**src/rtl/hyper_rx_packer.sv**
```systemverilog
// Receive-side packer: folds unstallable 16-bit PHY read beats into byte-strobed
// 32-bit words and pushes them, through a two-entry buffer, into the CDC FIFO source port.
module hyper_rx_packer #(
    parameter int LEN_W = 16
) (
    input  logic             clk_i,
    input  logic             rst_ni,
    input  logic             cfg_start_i,
    input  logic [1:0]       cfg_addr_i,
    input  logic [LEN_W-1:0] cfg_len_i,
    input  logic             phy_valid_i,
    input  logic [15:0]      phy_data_i,
    output logic             dst_valid_o,
    input  logic             dst_ready_i,
    output logic [31:0]      dst_data_o,
    output logic [3:0]       dst_strb_o,
    output logic             dst_last_o,
    output logic             busy_o,
    output logic             done_o,
    output logic             overflow_o,
    output logic [1:0]       dbg_state_o
);

    // dst handshake: a word transfers on a cycle where dst_valid_o && dst_ready_i;
    // once raised, dst_valid_o and the payload hold until that transfer happens.

    typedef enum logic [1:0] {
        ST_IDLE  = 2'd0,
        ST_PACK  = 2'd1,
        ST_DRAIN = 2'd2
    } state_t;

    state_t           r_state;
    logic [LEN_W-1:0] r_remaining;
    logic [1:0]       r_lane;
    logic             r_skip_low;
    logic [31:0]      r_asm_data;
    logic [3:0]       r_asm_strb;
    logic             r_zero_done;

    logic             r_out_valid;
    logic [31:0]      r_out_data;
    logic [3:0]       r_out_strb;
    logic             r_out_last;
    logic             r_skid_valid;
    logic [31:0]      r_skid_data;
    logic [3:0]       r_skid_strb;
    logic             r_skid_last;
    logic             r_overflow;

    logic             w_beat;
    logic             w_b0_take;
    logic             w_b1_take;
    logic [LEN_W-1:0] w_rem1;
    logic [LEN_W-1:0] w_rem2;
    logic [1:0]       w_lane1;
    logic [1:0]       w_lane2;
    logic [31:0]      w_asm_data;
    logic [3:0]       w_asm_strb;
    logic             w_word_done;
    logic             w_word_last;
    logic             w_pop;
    logic             w_drop;
    logic             w_start_ok;

    // Low byte is placed first, then the high byte; each step consumes one length unit.
    always_comb begin
        w_beat     = phy_valid_i && (r_state == ST_PACK);
        w_b0_take  = w_beat && !r_skip_low && (r_remaining != '0);
        w_rem1     = r_remaining - LEN_W'(w_b0_take);
        w_lane1    = r_lane + 2'(w_b0_take);
        w_b1_take  = w_beat && (w_rem1 != '0);
        w_rem2     = w_rem1 - LEN_W'(w_b1_take);
        w_lane2    = w_lane1 + 2'(w_b1_take);
        w_asm_data = r_asm_data;
        w_asm_strb = r_asm_strb;
        if (w_b0_take) begin
            w_asm_data[{r_lane, 3'b000} +: 8] = phy_data_i[7:0];
            w_asm_strb[r_lane]                = 1'b1;
        end
        if (w_b1_take) begin
            w_asm_data[{w_lane1, 3'b000} +: 8] = phy_data_i[15:8];
            w_asm_strb[w_lane1]                = 1'b1;
        end
        // At most two bytes per beat, so lane landing on 0 after a take means it wrapped.
        w_word_done = (w_b0_take || w_b1_take) && ((w_rem2 == '0) || (w_lane2 == 2'd0));
        w_word_last = (w_rem2 == '0);
    end

    assign w_pop      = r_out_valid && dst_ready_i;
    assign w_drop     = w_word_done && !w_pop && r_out_valid && r_skid_valid;
    assign w_start_ok = cfg_start_i && (r_state == ST_IDLE) && (cfg_len_i != '0);

    always_ff @(posedge clk_i or negedge rst_ni) begin
        if (!rst_ni) begin
            r_state     <= ST_IDLE;
            r_remaining <= '0;
            r_lane      <= 2'd0;
            r_skip_low  <= 1'b0;
            r_asm_data  <= 32'd0;
            r_asm_strb  <= 4'd0;
            r_zero_done <= 1'b0;
        end else begin
            r_zero_done <= 1'b0;
            case (r_state)
                ST_IDLE: begin
                    if (cfg_start_i) begin
                        if (cfg_len_i == '0) begin
                            r_zero_done <= 1'b1;
                        end else begin
                            r_remaining <= cfg_len_i;
                            r_lane      <= cfg_addr_i;
                            r_skip_low  <= cfg_addr_i[0];
                            r_asm_data  <= 32'd0;
                            r_asm_strb  <= 4'd0;
                            r_state     <= ST_PACK;
                        end
                    end
                end
                ST_PACK: begin
                    if (w_beat) begin
                        r_remaining <= w_rem2;
                        r_lane      <= w_lane2;
                        r_skip_low  <= 1'b0;
                        if (w_word_done) begin
                            r_asm_data <= 32'd0;
                            r_asm_strb <= 4'd0;
                            // A dropped last word can never be accepted, so skip DRAIN.
                            if (w_word_last) begin
                                r_state <= w_drop ? ST_IDLE : ST_DRAIN;
                            end
                        end else begin
                            r_asm_data <= w_asm_data;
                            r_asm_strb <= w_asm_strb;
                        end
                    end
                end
                ST_DRAIN: begin
                    if (w_pop && r_out_last) begin
                        r_state <= ST_IDLE;
                    end
                end
                default: r_state <= ST_IDLE;
            endcase
        end
    end

    // Output register plus skid entry; the skid always holds the younger word.
    always_ff @(posedge clk_i or negedge rst_ni) begin
        if (!rst_ni) begin
            r_out_valid  <= 1'b0;
            r_out_data   <= 32'd0;
            r_out_strb   <= 4'd0;
            r_out_last   <= 1'b0;
            r_skid_valid <= 1'b0;
            r_skid_data  <= 32'd0;
            r_skid_strb  <= 4'd0;
            r_skid_last  <= 1'b0;
            r_overflow   <= 1'b0;
        end else begin
            if (w_start_ok) begin
                r_overflow <= 1'b0;
            end
            if (w_pop) begin
                if (r_skid_valid) begin
                    r_out_data <= r_skid_data;
                    r_out_strb <= r_skid_strb;
                    r_out_last <= r_skid_last;
                    if (w_word_done) begin
                        r_skid_data <= w_asm_data;
                        r_skid_strb <= w_asm_strb;
                        r_skid_last <= w_word_last;
                    end else begin
                        r_skid_valid <= 1'b0;
                    end
                end else if (w_word_done) begin
                    r_out_data <= w_asm_data;
                    r_out_strb <= w_asm_strb;
                    r_out_last <= w_word_last;
                end else begin
                    r_out_valid <= 1'b0;
                end
            end else if (w_word_done) begin
                if (!r_out_valid) begin
                    r_out_valid <= 1'b1;
                    r_out_data  <= w_asm_data;
                    r_out_strb  <= w_asm_strb;
                    r_out_last  <= w_word_last;
                end else if (!r_skid_valid) begin
                    r_skid_valid <= 1'b1;
                    r_skid_data  <= w_asm_data;
                    r_skid_strb  <= w_asm_strb;
                    r_skid_last  <= w_word_last;
                end else begin
                    r_overflow <= 1'b1;
                end
            end
        end
    end

    assign dst_valid_o = r_out_valid;
    assign dst_data_o  = r_out_data;
    assign dst_strb_o  = r_out_strb;
    assign dst_last_o  = r_out_last;
    assign busy_o      = (r_state != ST_IDLE);
    assign done_o      = r_zero_done || ((r_state == ST_DRAIN) && w_pop && r_out_last);
    assign overflow_o  = r_overflow;
    assign dbg_state_o = r_state;

endmodule

```
**config.mk**
```make
export PLATFORM = sky130hd
export DESIGN_NAME = hyper_rx_packer
export DESIGN_NICKNAME = d
export VERILOG_FILES = /design/src/rtl/hyper_rx_packer.sv
export SDC_FILE = /design/constraint.sdc
export NUM_CORES = 1
export LEC_CHECK = 0
export CAP_MARGIN = 20
export CORE_AREA = 3 3 145 175
export DETAILED_ROUTE_END_ITERATION = 8
export DIE_AREA = 0 0 148 178
export PLACE_DENSITY = 0.63
export SLEW_MARGIN = 20
export SYNTH_ARGS = -nofsm -noshare
export SYNTH_HDL_FRONTEND = slang
export SYNTH_SLANG_ARGS = --single-unit
```
**constraint.sdc**
```tcl
create_clock -name clk_i -period 8.74 [get_ports clk_i]
set_input_delay 1.748 -clock clk_i [delete_from_list [all_inputs] [get_ports clk_i]]
set_output_delay 1.748 -clock clk_i [all_outputs]
set_load 0.01 [all_outputs]
```
==> out/results.tsv <==
metric	value	unit
yosysSeqAreaShare	41.8	%
fillers	2439	
num_antenna_cells	0	
pin_count	82	
worstReg2RegStart	r_remaining[3]	
clk-insertion-delay-late	0.43	ns
cts_tree	yes	
holdCritStartpoint	overflow_o	
ys_ff_latch	135	
grt_pass1_wl	37100	um
htreeDepth	4	
drtIter0Drc	610	
die_y	178	um
async_flop_share	100	%
startpoint_type	primary input	
final_antenna_net_count	0	
nets	956	
synth_cells	836	
critPathRequiredTime	9.05	ns
syn_to_final_growth	20.3	%
grt_util_all_layers	17.6	%
maxSlewHeadroom	18.0	%
core-area	23900	um2
cp.arrival	8.54	ns
yosysMostFrequentCell	dfrtp_1	
totalPowerFinal	3.12	mW
tns	0	ns
initial_core_util	33.9	%
grt_pass1_vias	6770	
max_cap_violations	0	
drc	0	
num_vias	6952	
firstDrtPassIters	8	
min_path_type	flip-flop to flip-flop	
path_clk_slew	0.06	ns
hold_viol	0	
grt_max_degree	74	
num_rows	62	
detail_route.wl_per_cell	18.7	um
synthTopCellsByCount	135 x dfrtp_1, 91 x nand2_1, 63 x nor2_1	
fin_skew	0.0137	ns
dp_hpwl	15400	um
yosysTopAreaCell	dfrtp_1	
synth_top_area_share	41.8	%
worstMarginPinSlew	1.23	ns
ys_types	65	
rsz0062_at_grt	false	
cts_made_buffers	17	
port_buffers	81	
drive_gt1_share	11.6	%
avgSynthCellArea	9.68	um2
cts_root_buf	clkbuf_16	
final.period_utilization	94.2	%
synth_flop_cell	dfrtp_1	
fmax	0.122	GHz
die_area	26300	um2
synth_nets	900	
ys.warnings.count	0	
die-width	148	um
yosys-top-cells-area	dfrtp_1 42%, mux2_2 5.6%, nand2_1 4.2%	
dp.cells	1193	
gp_congestion	0.895	
antenna_found_initial	0	
ctsLongestPathBuffers	2	
final_cells	1225	
power_leakage	4.14	nW
syn_area	8090	um2
crit_start	phy_valid_i	
cts.sink_count	135	
synth_edf_count	0	
post_cts_buffers	0	
overflow	0	
viasPerCell	5.68	
critical_path_class	primary input to flip-flop	
slew_violations	0	
power.density	321	nW/um2
crit_path_max_fanout	37	
setup_violations	0	
status	complete, no violations	
critPathCaptureType	flip-flop	
min_period	8.23	ns
vdd_drop_max	0.135	mV
hold_ws	0.483	ns
wirelength	22900	um
## registers in the layout, summed over array words and instances (netlist names), 2 cells and up
signal       cells
r_asm_strb       4
dst_data_o      32
dst_strb_o       4
dbg_state_o      2
r_lane           2
r_remaining     16
r_asm_data      32
r_skid_data     32
r_skid_strb      4
## cell type report
| type | count | area, um2 | share of cell area [%] |
|---|---|---|---|
| multi-input combinational | 613 | 4390 | 45.1 |
| sequential | 135 | 3380 | 34.7 |
| timing repair buffer | 93 | 902 | 9.27 |
| clock buffer | 18 | 429 | 4.41 |
| tap | 320 | 400 | 4.11 |
| inverter | 32 | 120 | 1.23 |
| clock inverter | 14 | 118 | 1.21 |
## cell families (layout without fill, tap and decap cells)
logic type                 Yosys count  count (layout)  share of synthesized area, %
muxes                               83              83                          11.2
DFF                                135             135                          41.8
and+or+nand+nor                    241             241                          14.7
AOI/OAI and AO/OA                  244             244                          21.8
adders and majority gates           26              26                          4.01
xor gates and xnor gates            19              19                          2.06
buffers and inverters               88             157                          4.49
## per-layer routing
layer / share of wire [%] / GRT usage (%)
met5: 0 / 0
met4: 1.4 / 4.74
met2: 49 / 28.7
met3: 7.2 / 3.99
met1: 42 / 23.6
## critical path, cell delays in order
cell and delay (ns):
clkdlybuf4s50_1 0.51, nand3b_1 0.11, nor2_1 0.12, o21a_1 0.16
ha_1 0.20, ha_2 0.28, nor4b_4 0.30, nand3_1 0.21
xnor2_1 0.25, or3_1 0.43, nor4_1 0.20, buf_4 0.19
nor2_1 0.10, ha_1 0.22, ha_1 0.25, inv_1 0.10
nor3_1 0.06, a31o_2 0.29, a2111o_1 0.41, a21oi_1 0.15
o22ai_1 0.15, or4b_4 0.59, a21o_1 0.21, ha_1 0.21
a211oi_1 0.33, o21ai_4 0.09, buf_4 0.32, mux2_2 0.34
## report_power, final
part           total [mW]  switching [mW]  internal [mW]
Clock               0.674           0.303          0.370
Combinational        1.40           0.767          0.633
Sequential           1.05           0.197          0.852
Total                3.12            1.27           1.86
## cell usage in the layout (no fill, tap or decap), types with 6 or more instances in the layout
master / instances
mux2i_1: 20
nor2_1: 63
a22o_1: 36
nand2_1: 90
a32oi_1: 24
nand4_1: 6
xnor2_1: 13
a211oi_1: 6
nor3b_1: 6
dfrtp_1: 135
buf_4: 12
mux2_1: 23
clkdlybuf4s50_1: 80
ha_1: 24
clkbuf_16: 17
mux2_2: 40
o21ai_0: 51
a21oi_1: 50
inv_1: 32
a32o_1: 34
nor4_1: 6
nor3_1: 8
o22ai_1: 6
nand3_1: 14
xor2_1: 6
## path summary, 6_finish.rpt
path	endpoint	slack, ns	cells after the start
min in group asynchronous	r_remaining[15]	1.32	1
worst max register to register	dst_data_o[23]	1.45	27
worst min-delay path	overflow_o	0.48	2
worst min register to register	overflow_o	0.48	2
worst max-delay path	dst_data_o[23]	0.51	28
max in group asynchronous	r_skid_last	6.02	2
## through the flow
step	setup slack, ns	utilization [%]	area, um2
after floorplan	0.587	-	8090
after global placement	0.175	38.4	9170
after detailed placement	0.0299	38.4	9170
after CTS	0.453	40.7	9710
after global routing	0.0428	40.7	9730
final	0.510	40.7	9730
## what timing repair did
item                                    in CTS  in global routing
resized for setup                            0                  3
hold endpoints to repair                     0                  0
hold buffers                                 0                  0
endpoints found under the setup margin       0                 37
Power figures use the tool's default switching activity.
